==> src/rtl/mbist_march_ctrl.sv <==
// March C- memory BIST controller; sole driver of the mem array while testing.
// Define MBIST_FAIL_LOG_EN to build the first-failure capture (fail_add/fail_exp/fail_act).
module mbist_march_ctrl #(
    parameter int word_size    = 8,
    parameter int address_bits = 4,
    parameter int RD_LAT       = 1
) (
    input  logic                    clk,
    input  logic                    rst,
    input  logic                    start,
    output logic                    busy,
    output logic                    done,
    output logic                    pass,
    output logic                    fail,
    output logic [2:0]              elem,
    output logic                    enable,
    output logic                    RW,
    output logic [address_bits-1:0] add,
    output logic [word_size-1:0]    data_w,
    input  logic [word_size-1:0]    data_r,
    output logic [address_bits-1:0] fail_add,
    output logic [word_size-1:0]    fail_exp,
    output logic [word_size-1:0]    fail_act
);

    // CMP and NEXT are resolved on the edge that ends the last RWAIT or WRITE cycle, so they cost no cycles.
    typedef enum logic [2:0] {IDLE, WRITE, READ, RWAIT, CMP, NEXT, DONE} state_t;

    localparam logic [address_bits-1:0] ADD_FIRST = '0;
    localparam logic [address_bits-1:0] ADD_LAST  = '1;
    localparam logic [address_bits-1:0] ADD_ONE   = address_bits'(1);
    localparam logic [2:0]              WAIT_LAST = 3'(RD_LAT - 1);

    state_t                  state_q, state_d;
    logic [2:0]              elem_q, elem_d;
    logic [2:0]              elem_inc;
    logic [address_bits-1:0] add_q, add_d;
    logic [2:0]              cnt_q, cnt_d;
    logic                    busy_q, busy_d;
    logic                    done_q, done_d;
    logic                    pass_q, pass_d;
    logic                    fail_q, fail_d;
    logic                    enable_q, enable_d;
    logic                    rw_q, rw_d;
    logic [word_size-1:0]    data_w_q, data_w_d;

    logic                    descending;
    logic                    terminal;
    logic                    cmp_now;
    logic                    mismatch;
    logic                    next_addr;
    logic [word_size-1:0]    exp_word;

    assign descending = (elem_q == 3'd3) || (elem_q == 3'd4);
    assign terminal   = descending ? (add_q == ADD_FIRST) : (add_q == ADD_LAST);
    assign elem_inc   = elem_q + 3'd1;
    assign exp_word   = {word_size{(elem_q == 3'd2) || (elem_q == 3'd4)}};
    assign cmp_now    = (state_q == RWAIT) && (cnt_q == 3'd0);
    assign mismatch   = cmp_now && (data_r != exp_word);

    always_comb begin
        state_d   = state_q;
        elem_d    = elem_q;
        add_d     = add_q;
        cnt_d     = cnt_q;
        busy_d    = busy_q;
        done_d    = done_q;
        pass_d    = pass_q;
        fail_d    = fail_q | mismatch;
        next_addr = 1'b0;

        case (state_q)
            IDLE, DONE: begin
                if (start) begin
                    state_d = WRITE;
                    elem_d  = 3'd0;
                    add_d   = ADD_FIRST;
                    busy_d  = 1'b1;
                    done_d  = 1'b0;
                    pass_d  = 1'b0;
                    fail_d  = 1'b0;
                end
            end
            WRITE: next_addr = 1'b1;
            READ: begin
                state_d = RWAIT;
                cnt_d   = WAIT_LAST;
            end
            RWAIT: begin
                if (cnt_q != 3'd0) begin
                    cnt_d = cnt_q - 3'd1;
                end else if (elem_q == 3'd5) begin
                    next_addr = 1'b1;
                end else begin
                    state_d = WRITE;
                end
            end
            default: state_d = IDLE;
        endcase

        if (next_addr) begin
            if (!terminal) begin
                add_d   = descending ? (add_q - ADD_ONE) : (add_q + ADD_ONE);
                state_d = (elem_q == 3'd0) ? WRITE : READ;
            end else if (elem_q == 3'd5) begin
                state_d = DONE;
                busy_d  = 1'b0;
                done_d  = 1'b1;
                pass_d  = ~fail_d;
            end else begin
                elem_d  = elem_inc;
                add_d   = ((elem_inc == 3'd3) || (elem_inc == 3'd4)) ? ADD_LAST : ADD_FIRST;
                state_d = READ;
            end
        end

        enable_d = (state_d == WRITE) || (state_d == READ);
        rw_d     = (state_d == READ);
        data_w_d = (state_d == WRITE) ? {word_size{elem_d[0]}} : '0;
    end

    always_ff @(posedge clk) begin
        if (rst) begin
            state_q  <= IDLE;
            elem_q   <= '0;
            add_q    <= '0;
            cnt_q    <= '0;
            busy_q   <= 1'b0;
            done_q   <= 1'b0;
            pass_q   <= 1'b0;
            fail_q   <= 1'b0;
            enable_q <= 1'b0;
            rw_q     <= 1'b0;
            data_w_q <= '0;
        end else begin
            state_q  <= state_d;
            elem_q   <= elem_d;
            add_q    <= add_d;
            cnt_q    <= cnt_d;
            busy_q   <= busy_d;
            done_q   <= done_d;
            pass_q   <= pass_d;
            fail_q   <= fail_d;
            enable_q <= enable_d;
            rw_q     <= rw_d;
            data_w_q <= data_w_d;
        end
    end

    assign busy   = busy_q;
    assign done   = done_q;
    assign pass   = pass_q;
    assign fail   = fail_q;
    assign elem   = elem_q;
    assign enable = enable_q;
    assign RW     = rw_q;
    assign add    = add_q;
    assign data_w = data_w_q;

`ifdef MBIST_FAIL_LOG_EN
    logic                    accept;
    logic [address_bits-1:0] fail_add_q, fail_add_d;
    logic [word_size-1:0]    fail_exp_q, fail_exp_d;
    logic [word_size-1:0]    fail_act_q, fail_act_d;

    assign accept = ((state_q == IDLE) || (state_q == DONE)) && start;

    // Only the first mismatch of a run is kept; fail_q is still low at that compare.
    always_comb begin
        fail_add_d = fail_add_q;
        fail_exp_d = fail_exp_q;
        fail_act_d = fail_act_q;
        if (accept) begin
            fail_add_d = '0;
            fail_exp_d = '0;
            fail_act_d = '0;
        end else if (mismatch && !fail_q) begin
            fail_add_d = add_q;
            fail_exp_d = exp_word;
            fail_act_d = data_r;
        end
    end

    always_ff @(posedge clk) begin
        if (rst) begin
            fail_add_q <= '0;
            fail_exp_q <= '0;
            fail_act_q <= '0;
        end else begin
            fail_add_q <= fail_add_d;
            fail_exp_q <= fail_exp_d;
            fail_act_q <= fail_act_d;
        end
    end

    assign fail_add = fail_add_q;
    assign fail_exp = fail_exp_q;
    assign fail_act = fail_act_q;
`else
    assign fail_add = '0;
    assign fail_exp = '0;
    assign fail_act = '0;
`endif

endmodule

==> config.mk <==
export PLATFORM = sky130hd
export DESIGN_NAME = mbist_march_ctrl
export DESIGN_NICKNAME = d
export VERILOG_FILES = /design/src/rtl/mbist_march_ctrl.sv
export SDC_FILE = /design/constraint.sdc
export NUM_CORES = 1
export LEC_CHECK = 0
export ABC_AREA = 1
export ABC_CLOCK_PERIOD_IN_PS = 1700
export CELL_PAD_IN_SITES_DETAIL_PLACEMENT = 0
export CELL_PAD_IN_SITES_GLOBAL_PLACEMENT = 1
export CORE_MARGIN = 2
export CORE_UTILIZATION = 29
export DETAILED_ROUTE_END_ITERATION = 10
export GPL_TIMING_DRIVEN = 0
export MAX_ROUTING_LAYER = met4
export PLACE_DENSITY = 0.77
export SLEW_MARGIN = 20
export SYNTH_ARGS = -nofsm -noshare
export SYNTH_HDL_FRONTEND = slang
export SYNTH_SLANG_ARGS = --single-unit
==> constraint.sdc <==
create_clock -name clk -period 1.7 [get_ports clk]
set_input_delay 0.34 -clock clk [delete_from_list [all_inputs] [get_ports clk]]
set_output_delay 0.34 -clock clk [all_outputs]
set_load 0.01 [all_outputs]
Yosys cells after proc, flatten, opt, wreduce, memory -nomap -nowiden
Cells that the tools add are included.
{"block": "totals", "register_bits": 20, "inputBits": 11, "output_inout_bits": 41, "elab_cells": 91}
{"block": "op_classes", "add_sub_neg": 4, "eq_ne": 15, "n_mux": 43, "bitwise": 3, "reduce_logical": 15}
{"cell": "$mux W3", "count": 12}
{"cell": "$mux W4", "count": 7}
{"cell": "$mux W1", "count": 20}
{"cell": "$eq A3 B2 Y1 const B", "count": 6}
{"cell": "$eq A3 B3 Y1 const B", "count": 4}
{"cell": "$pmux W3 S4", "count": 1}
{"cell": "$logic_not A3 Y1", "count": 3}
{"cell": "$ne A8 B8 Y1", "count": 1}
{"cell": "$eq A3 B1 Y1 const B", "count": 2}
{"cell": "$pmux W3 S2", "count": 1}
{"cell": "$add A4 B1 Y4 const B", "count": 1}
{"cell": "$eq A4 B4 Y1 const B", "count": 1}
{"cell": "$logic_not A4 Y1", "count": 1}
{"cell": "$logic_or A1 B1 Y1", "count": 4}
{"cell": "$reduce_or A2 Y1", "count": 2}
{"cell": "$sub A4 B1 Y4 const B", "count": 1}
{"cell": "$add A3 B1 Y3 const B", "count": 1}
{"cell": "$reduce_bool A3 Y1", "count": 1}
{"cell": "$sub A3 B1 Y3 const B", "count": 1}
{"cell": "$logic_and A1 B1 Y1", "count": 2}
{"cell": "$mux W2", "count": 1}
{"cell": "$ne A2 B1 Y1 const B", "count": 1}
{"cell": "$not A1 Y1", "count": 2}
{"cell": "$pmux W1 S2", "count": 1}
{"cell": "other kinds (3)", "count": 3}

Longest topological paths before layout
Gate-level depths: netlist of the first run.
{"block": "depth", "ltp_word": 11, "mapped_depth": 12}

Least setup slack after synthesis of the first run
OpenSTA, ideal clock, no wires.
{"block": "synth_timing", "path_kind": "register -> register", "start": "register elem_q[0] (netlist: elem[0])", "end": "register add_q[3] (netlist: add[3])", "setup_time_ns": 0.109, "arrival_ns": 1.773, "t_required_ns": 1.591, "setup_slack_ns": -0.183, "path_stages_with_launch": 13, "path_buffers": 0, "period_less_slack_ns": 1.883, "path_cell_list": "dfxtp_1 > inv_1 > ha_1 > nor2_4 > nor2_4 > ha_1 > nand3_1 > and3_1 > nand2_1 > nand3_1 > nand3_1 > nand2_1 > inv_1"}
{"block": "synth_between", "elab_chain_cells": 7, "word_cells_on_any_way": 17, "classes_between": "add/sub: 1; eq/ne: 5; mux: 9; reduce/logical: 2"}
{"item": "start, declared", "line": "35", "text": "logic [2:0] elem_q, elem_d;"}
{"item": "start signal, assigned", "line": "137", "text": "elem_q <= elem_d;"}
{"item": "$add A3 B1 Y3", "line": "56", "text": "assign elem_inc = elem_q + 3'd1;"}
{"item": "$eq A3 B2 Y1 / $eq A3 B3 Y1 (equally long branches)", "line": "112", "text": "add_d = ((elem_inc == 3'd3) || (elem_inc == 3'd4)) ? ADD_LAST : ADD_FIRST;"}
{"item": "$logic_or A1 B1 Y1", "line": "112"}
{"item": "$mux W4", "line": "112"}
{"item": "$mux W4", "line": "105", "text": "end else if (elem_q == 3'd5) begin"}
{"item": "$mux W4", "line": "102", "text": "if (!terminal) begin"}
{"item": "$mux W4 (*)", "line": "101", "text": "if (next_addr) begin"}
{"item": "end signal, assigned", "line": "126", "text": "add_q <= '0;"}
{"item": "end signal, assigned", "line": "138", "text": "add_q <= add_d;"}
{"item": "end, declared", "line": "37", "text": "logic [address_bits-1:0] add_q, add_d;"}
Every way passes the cells marked *; elsewhere a longest branch is shown, timed or not.
A chain may end at the register's enable or synchronous reset.

Worst setup path in the final report of the first run
Same ends and word-level chain as after synthesis.

==> impl_metrics.tcl, run 1 <==
set metrics [dict create \
    startpoint "elem[0]" \
    total_power_mw 2.156 \
    cts_root_buf "clkbuf_8" \
    outcome "complete, but fails checks" \
    fin_worst_skew_ns 0.004580 \
    cap_viol_max_count 0 \
    syn_avg_cell_area_um2 6.876 \
    synth_top_area_share_pct 24.67 \
    final_net_count 323 \
    cts_buffers 3 \
    cpPeakStageDelay_ns 0.40 \
    syn_inst 236 \
    antenna_left 0 \
    crit_end "add[3]" \
    p_leak_nw 1.105 \
    ys_seq_area_share_pct 24.67 \
    drt-pass1-iter-count 4 \
    ctsHtreeMaxLevel 1 \
    hp-class "input pin to register" \
    start_kind "register" \
    regToRegSetupSlack_ns -0.002 \
    synth_area_leaders "dfxtp_1, buf_4, nand2_1, ha_1, nand3_1" \
    portBuffers 30 \
    cts_tree "done" \
    crit_type "register to register" \
    report.final.slew_viol_count 0 \
    grt_pass1_wl_um 5809 \
    ys_warn_count 0 \
    path_buf_inv 2 \
    synth_area_um2 1623 \
    worstPathCellList "inv_4, ha_4, nor2_4, nor2_4, ha_4, nand3_2, and3_4, nand2_2, nand3_2, nand3_2, nand2_1, inv_1" \
    ir_drop_mv 0.3911 \
    crit_cells 12 \
    cpLargestDelayFamily "simple AND/OR/NAND/NOR gates" \
    hold_depth 2 \
    cts_sinks 20 \
    core-area_um2 5439 \
    drt_iter0_drc 28 \
    timing.rr.end "add[3]" \
    dieArea_um2 6210 \
    via_count 1469 \
    rr_startpoint "elem[0]" \
    die_h_um 78.81 \
    path_max_fanout 4 \
    grt_start_max_net_pins 13 \
    critPathSlowestCell "dfxtp_4" \
    max_freq_mhz 587.6 \
    die_x_um 78.81 \
    wl_um 3471 \
    synthArstFlopShare_pct 0 \
    ff2ff_path_depth 12 \
    cpMostUsedCell "nand3_2" \
    violations "setup timing" \
    start_util_pct 29.84 \
    worstPathRequired_ns 1.92 \
    p_per_area_nw_per_um2 909.9 \
    drc 0 \
    routabilityCongestion 0.7434 \
    hpwlAfterDp_um 2664 \
    synth_most_common_cell "nand2_1" \
    yosysUniqueCellTypes 31 \
    fin_ws_ns -0.001778 \
    post-route-period-util_pct 100.1 \
    setup_viol 1 \
    path_clk_slew_ns 0.08 \
    worst_pin_slew_ns 0.5290 \
    yosys.area.top_type "dfxtp_1" \
    crit_arrival_ns 1.92 \
    dp_slack_ns -0.1260 \
    fin_setup_tns_ns -0.001778 \
    final_layout_size_suffix_gt1_share_pct 30.33 \
    slew_headroom_pct 64.73 \
    area_delta_synth_final_pct 46.03 \
    finalHoldViolations 0 \
    finalCriticalPeriod_ns 1.702 \
    cts_buffer_depth 2 \
    end_kind "register" \
    io_pins 52 \
    wl_per_cell_um 9.331 \
    synthTopCellsByCount "nand2_1, buf_4, inv_1, nor2_1, nand3_1" \
    num_rows 27 \
    synth-edff-count 0 \
    antenna_found_initial 0 \
    grt.overflow.total 0 \
    ys_ff_latch 20 \
    vias_per_cell 3.949 \
    track_usage_pct 11.86 \
    grt_pass1_vias 1336 \
    synthFlopType "dfxtp_1" \
    antenna_cells 0 \
    clk_latency_ns 0.27 \
    rsz0062_at_grt "true" \
]
[metal layers]
metal / GRT usage [%] / wire length (um) / vias up
li1: - / - / 813
met1: 15.06 / 1619 / 624
met2: 19.32 / 1663 / 27
met3: 1.705 / 134 / 5
met4: 4.211 / 54 / 0
met5: - / 0 / -
[placed cells by master, fill, tap and decap left out, types with 8 or more instances in the layout]
master,n
nor2_1,27
buf_4,39
nand2_1,52
a21oi_1,12
dfxtp_1,15
nand2_2,8
conb_1,20
clkdlybuf4s50_1,30
nand3_1,17
inv_1,25
[state kept, by name (all words and copies together) (netlist names)]
register and count:
add 4, cnt_q 3, elem 3, state_q 3, RW 1, busy 1, data_w 1, done 1
enable 1, fail 1, pass 1
[repair_timing]
action	4_1_cts	5_1_grt
setup endpoints to repair	10	14
resized for setup	5	22
hold buffers	0	0
setup buffers	4	7
pin swaps	2	14
endpoints found under the hold margin	0	0
[kinds of logic after synthesis]
family	synth area share, %
and+or+nand+nor	38.09
buffers and inverters	21.66
DFF	24.67
AOI/OAI and AO/OA	5.860
adders and majority gates	8.944
xor gates and xnor gates	0.5398
other	0.2311
[cell type report]
type                    count  area [um2]
fillers                   549        3069
multi-input cells         173        1062
plain buffers              31       230.2
well taps                  72       90.09
flip-flops and latches     20       411.6
clock buffers               4       66.31
repair buffers             41       382.9
inverters                  31       126.4
[worst min path at each step]
stage                     startpoint         end  slack (ns)
final                            rst  state_q[1]        0.33
after global routing             rst  state_q[1]        0.34
after CTS                        rst  state_q[1]        0.33
after detailed placement        busy        busy        0.44
after global placement          busy        busy        0.44
after floorplan             cnt_q[1]    cnt_q[1]        0.45
[power breakdown]
| group | switching, mW | total (mW) | internal [mW] |
|---|---|---|---|
| registers | 0.132 | 0.691 | 0.559 |
| clock network | 0.179 | 0.434 | 0.256 |
| logic | 0.560 | 1.03 | 0.470 |
[stage by stage]
| stage | std cells | hold slack (ns) | instance area (um2) | utilization (%) |
|---|---|---|---|---|
| CTS | 365 | 0.3279 | 2217 | 40.76 |
| detailed placement | 357 | 0.4429 | 2105 | 38.69 |
| global route | 372 | 0.3433 | 2370 | 43.57 |
| floorplan | 255 | 0.4453 | 1714 | - |
| global placement | 357 | 0.4388 | 2105 | 38.69 |
| finish | 372 | 0.3280 | 2370 | 43.57 |
Note: power is estimated with default switching activity, not from simulation.
==> inputs of run 2 (changes only) <==
CAP_MARGIN = 10   (was not set)
MAX_ROUTING_LAYER = not set   (was met4)
==> run 2 against run 1 <==
Net effect: the run still ends with setup timing left; largest cell class unchanged; non-clock buffer count did not move; clock skew about the same; utilization barely moved; routed wire length did not move; total power hardly changed; maximum frequency about the same; die area unchanged; largest power group unchanged; clock power is essentially flat; first-iteration DRC count is 11% higher.
==> impl_metrics.tcl, run 2 (same netlist as run 1, synthesis figures left out) <==
set metrics [dict create \
    wl_met2_um 1664 \
    start_kind "register" \
    drt_iter0_drc 31 \
    cts_root_buf "clkbuf_8" \
    antenna_cells 0 \
    end_kind "register" \
    die_x_um 78.81 \
    ctsHtreeMaxLevel 1 \
    area_delta_synth_final_pct 46.18 \
    max_freq_mhz 587.6 \
    setup_viol 1 \
    cpMostUsedCell "nand3_2" \
    p_switching_mw 0.8719 \
    track_usage_pct 11.60 \
    finalCriticalPeriod_ns 1.702 \
    clk_latency_ns 0.27 \
    final_layout_size_suffix_gt1_share_pct 30.33 \
    final_cell_mix "nand2_1, buf_4, clkdlybuf4s50_1, nor2_1, inv_1" \
    vias_per_cell 3.957 \
    worst_pin_slew_ns 0.5289 \
    report.final.slew_viol_count 0 \
    met3_length_um 134 \
    cts_hold_buf 0 \
    p_per_area_nw_per_um2 908.6 \
    path_buf_inv 2 \
    cts_buffer_depth 2 \
    wirelength_met1_um 1618 \
    final_common_cell "nand2_1" \
    via_count 1472 \
    p_clk_share_pct 20.1 \
    slew_headroom_pct 64.74 \
    final_net_count 323 \
    hp-class "input pin to register" \
    ir_drop_mv 0.3899 \
    cts_tree "done" \
    crit_arrival_ns 1.92 \
    combPwrFrac_pct 47.8 \
    dieArea_um2 6210 \
    finalHoldWorstSlack_ns 0.3291 \
    io_pins 52 \
    drc 0 \
    cap_viol_max_count 0 \
    num_rows 27 \
    p_leak_nw 1.105 \
    cts_buffers 3 \
    dp_slack_ns -0.1260 \
    grt_pass1_vias 1332 \
    cpPeakStageDelay_ns 0.40 \
    fin_ws_ns -0.001967 \
    post-route-period-util_pct 100.1 \
    violations "setup timing" \
    hpwlAfterDp_um 2664 \
    portBuffers 30 \
    grt_pass1_wl_um 5816 \
    outcome "complete, but fails checks" \
    rsz0062_at_grt "true" \
    p_seq_share_pct 32.0 \
    finalHoldViolations 0 \
    wl_per_cell_um 9.331 \
    wl_um 3471 \
    critPathSlowestCell "dfxtp_4" \
    fillCellCount 549 \
    crit_type "register to register" \
    fin_setup_tns_ns -0.001967 \
    worstPathCellList "inv_4, ha_4, nor2_4, nor2_4, ha_4, nand3_2, and3_4, nand2_2, nand3_2, nand3_2, nand2_1, inv_1" \
    fin_worst_skew_ns 0.004654 \
    seqCellArea_um2 414.1 \
    swShare_pct 40.45 \
    highest_layer "met4" \
    largest_register_ffs 4 \
    grt.overflow.total 0 \
    cpLargestDelayFamily "simple AND/OR/NAND/NOR gates" \
    core-area_um2 5439 \
    antenna_left 0 \
    antenna_found_initial 0 \
    multiInputGateArea_um2 1062 \
    path_max_fanout 4 \
    drt-pass1-iter-count 4 \
    path_clk_slew_ns 0.08 \
    worstPathRequired_ns 1.92 \
    grt_start_max_net_pins 13 \
    routabilityCongestion 0.7344 \
    start_util_pct 29.84 \
    p_int_mw 1.284 \
    die_h_um 78.81 \
    cts_sinks 20 \
]
==> run 2: changes by cell type in the layout (fill, tap and decap cells not counted) <==
cell,previous run,this run
dfxtp_4,2,3
dfxtp_2,3,2
==> run 2: path summary, 6_finish.rpt <==
check	from	end	slack, ns	cells past startpoint
setup reg to reg	elem[0]	add[3]	-0.002	12
setup / recovery	elem[0]	add[3]	-0.002	12
hold / removal	rst	state_q[1]	0.33	2
hold reg to reg	busy	busy	0.45	2
==> run 2: worst register-to-register path, delay by kind of cell, from the launching register on <==
family        cells  cell delay (ns)
simple gates      8             0.71
fa+ha+maj         2             0.44
flops             1             0.40
buf+inv           2             0.09
==> run 2: final cells by class <==
cell class	instances	share of cell area, %
Tap cell	72	3.797
Sequential cell	20	17.46
Clock buffer	4	2.795
Buffer	31	9.705
Timing Repair Buffer	41	16.14
Multi-Input combinational cell	173	44.78
Inverter	31	5.327
==> run 2: power groups by stage <==
| stage | clock network (mW) | logic, mW | registers (mW) |
|---|---|---|---|
| 2_1_floorplan | 0 | 0.621 | 0.697 |
| 3_3_place_gp | 0 | 0.904 | 0.695 |
| 3_5_place_dp | 0 | 0.901 | 0.692 |
| 4_1_cts | 0.451 | 0.909 | 0.680 |
| 5_1_grt | 0.464 | 1.15 | 0.714 |
| 6_report | 0.434 | 1.03 | 0.691 |
==> run 2: what timing repair did <==
action | 4_1_cts | 5_1_grt
resized for setup | 5 | 23
pin swaps | 2 | 14
setup buffers | 4 | 7
endpoints found under the setup margin | 10 | 14
cloned | 0 | 0
==> run 2: routing by layer <==
layer	GRT usage, %	vias up
met1	15.27	627
met2	19.23	27
met4	4.211	0
li1	-	813
met3	1.705	5
met5	0	-
==> run 2: per-stage QoR <==
step | utilization [%] | cells | power, mW | cell area [um2]
2_1_floorplan | - | 255 | 1.318 | 1714
3_3_place_gp | 38.69 | 357 | 1.600 | 2105
3_5_place_dp | 38.69 | 357 | 1.593 | 2105
4_1_cts | 40.76 | 365 | 2.039 | 2217
5_1_grt | 43.62 | 372 | 2.330 | 2372
6_report | 43.62 | 372 | 2.156 | 2372
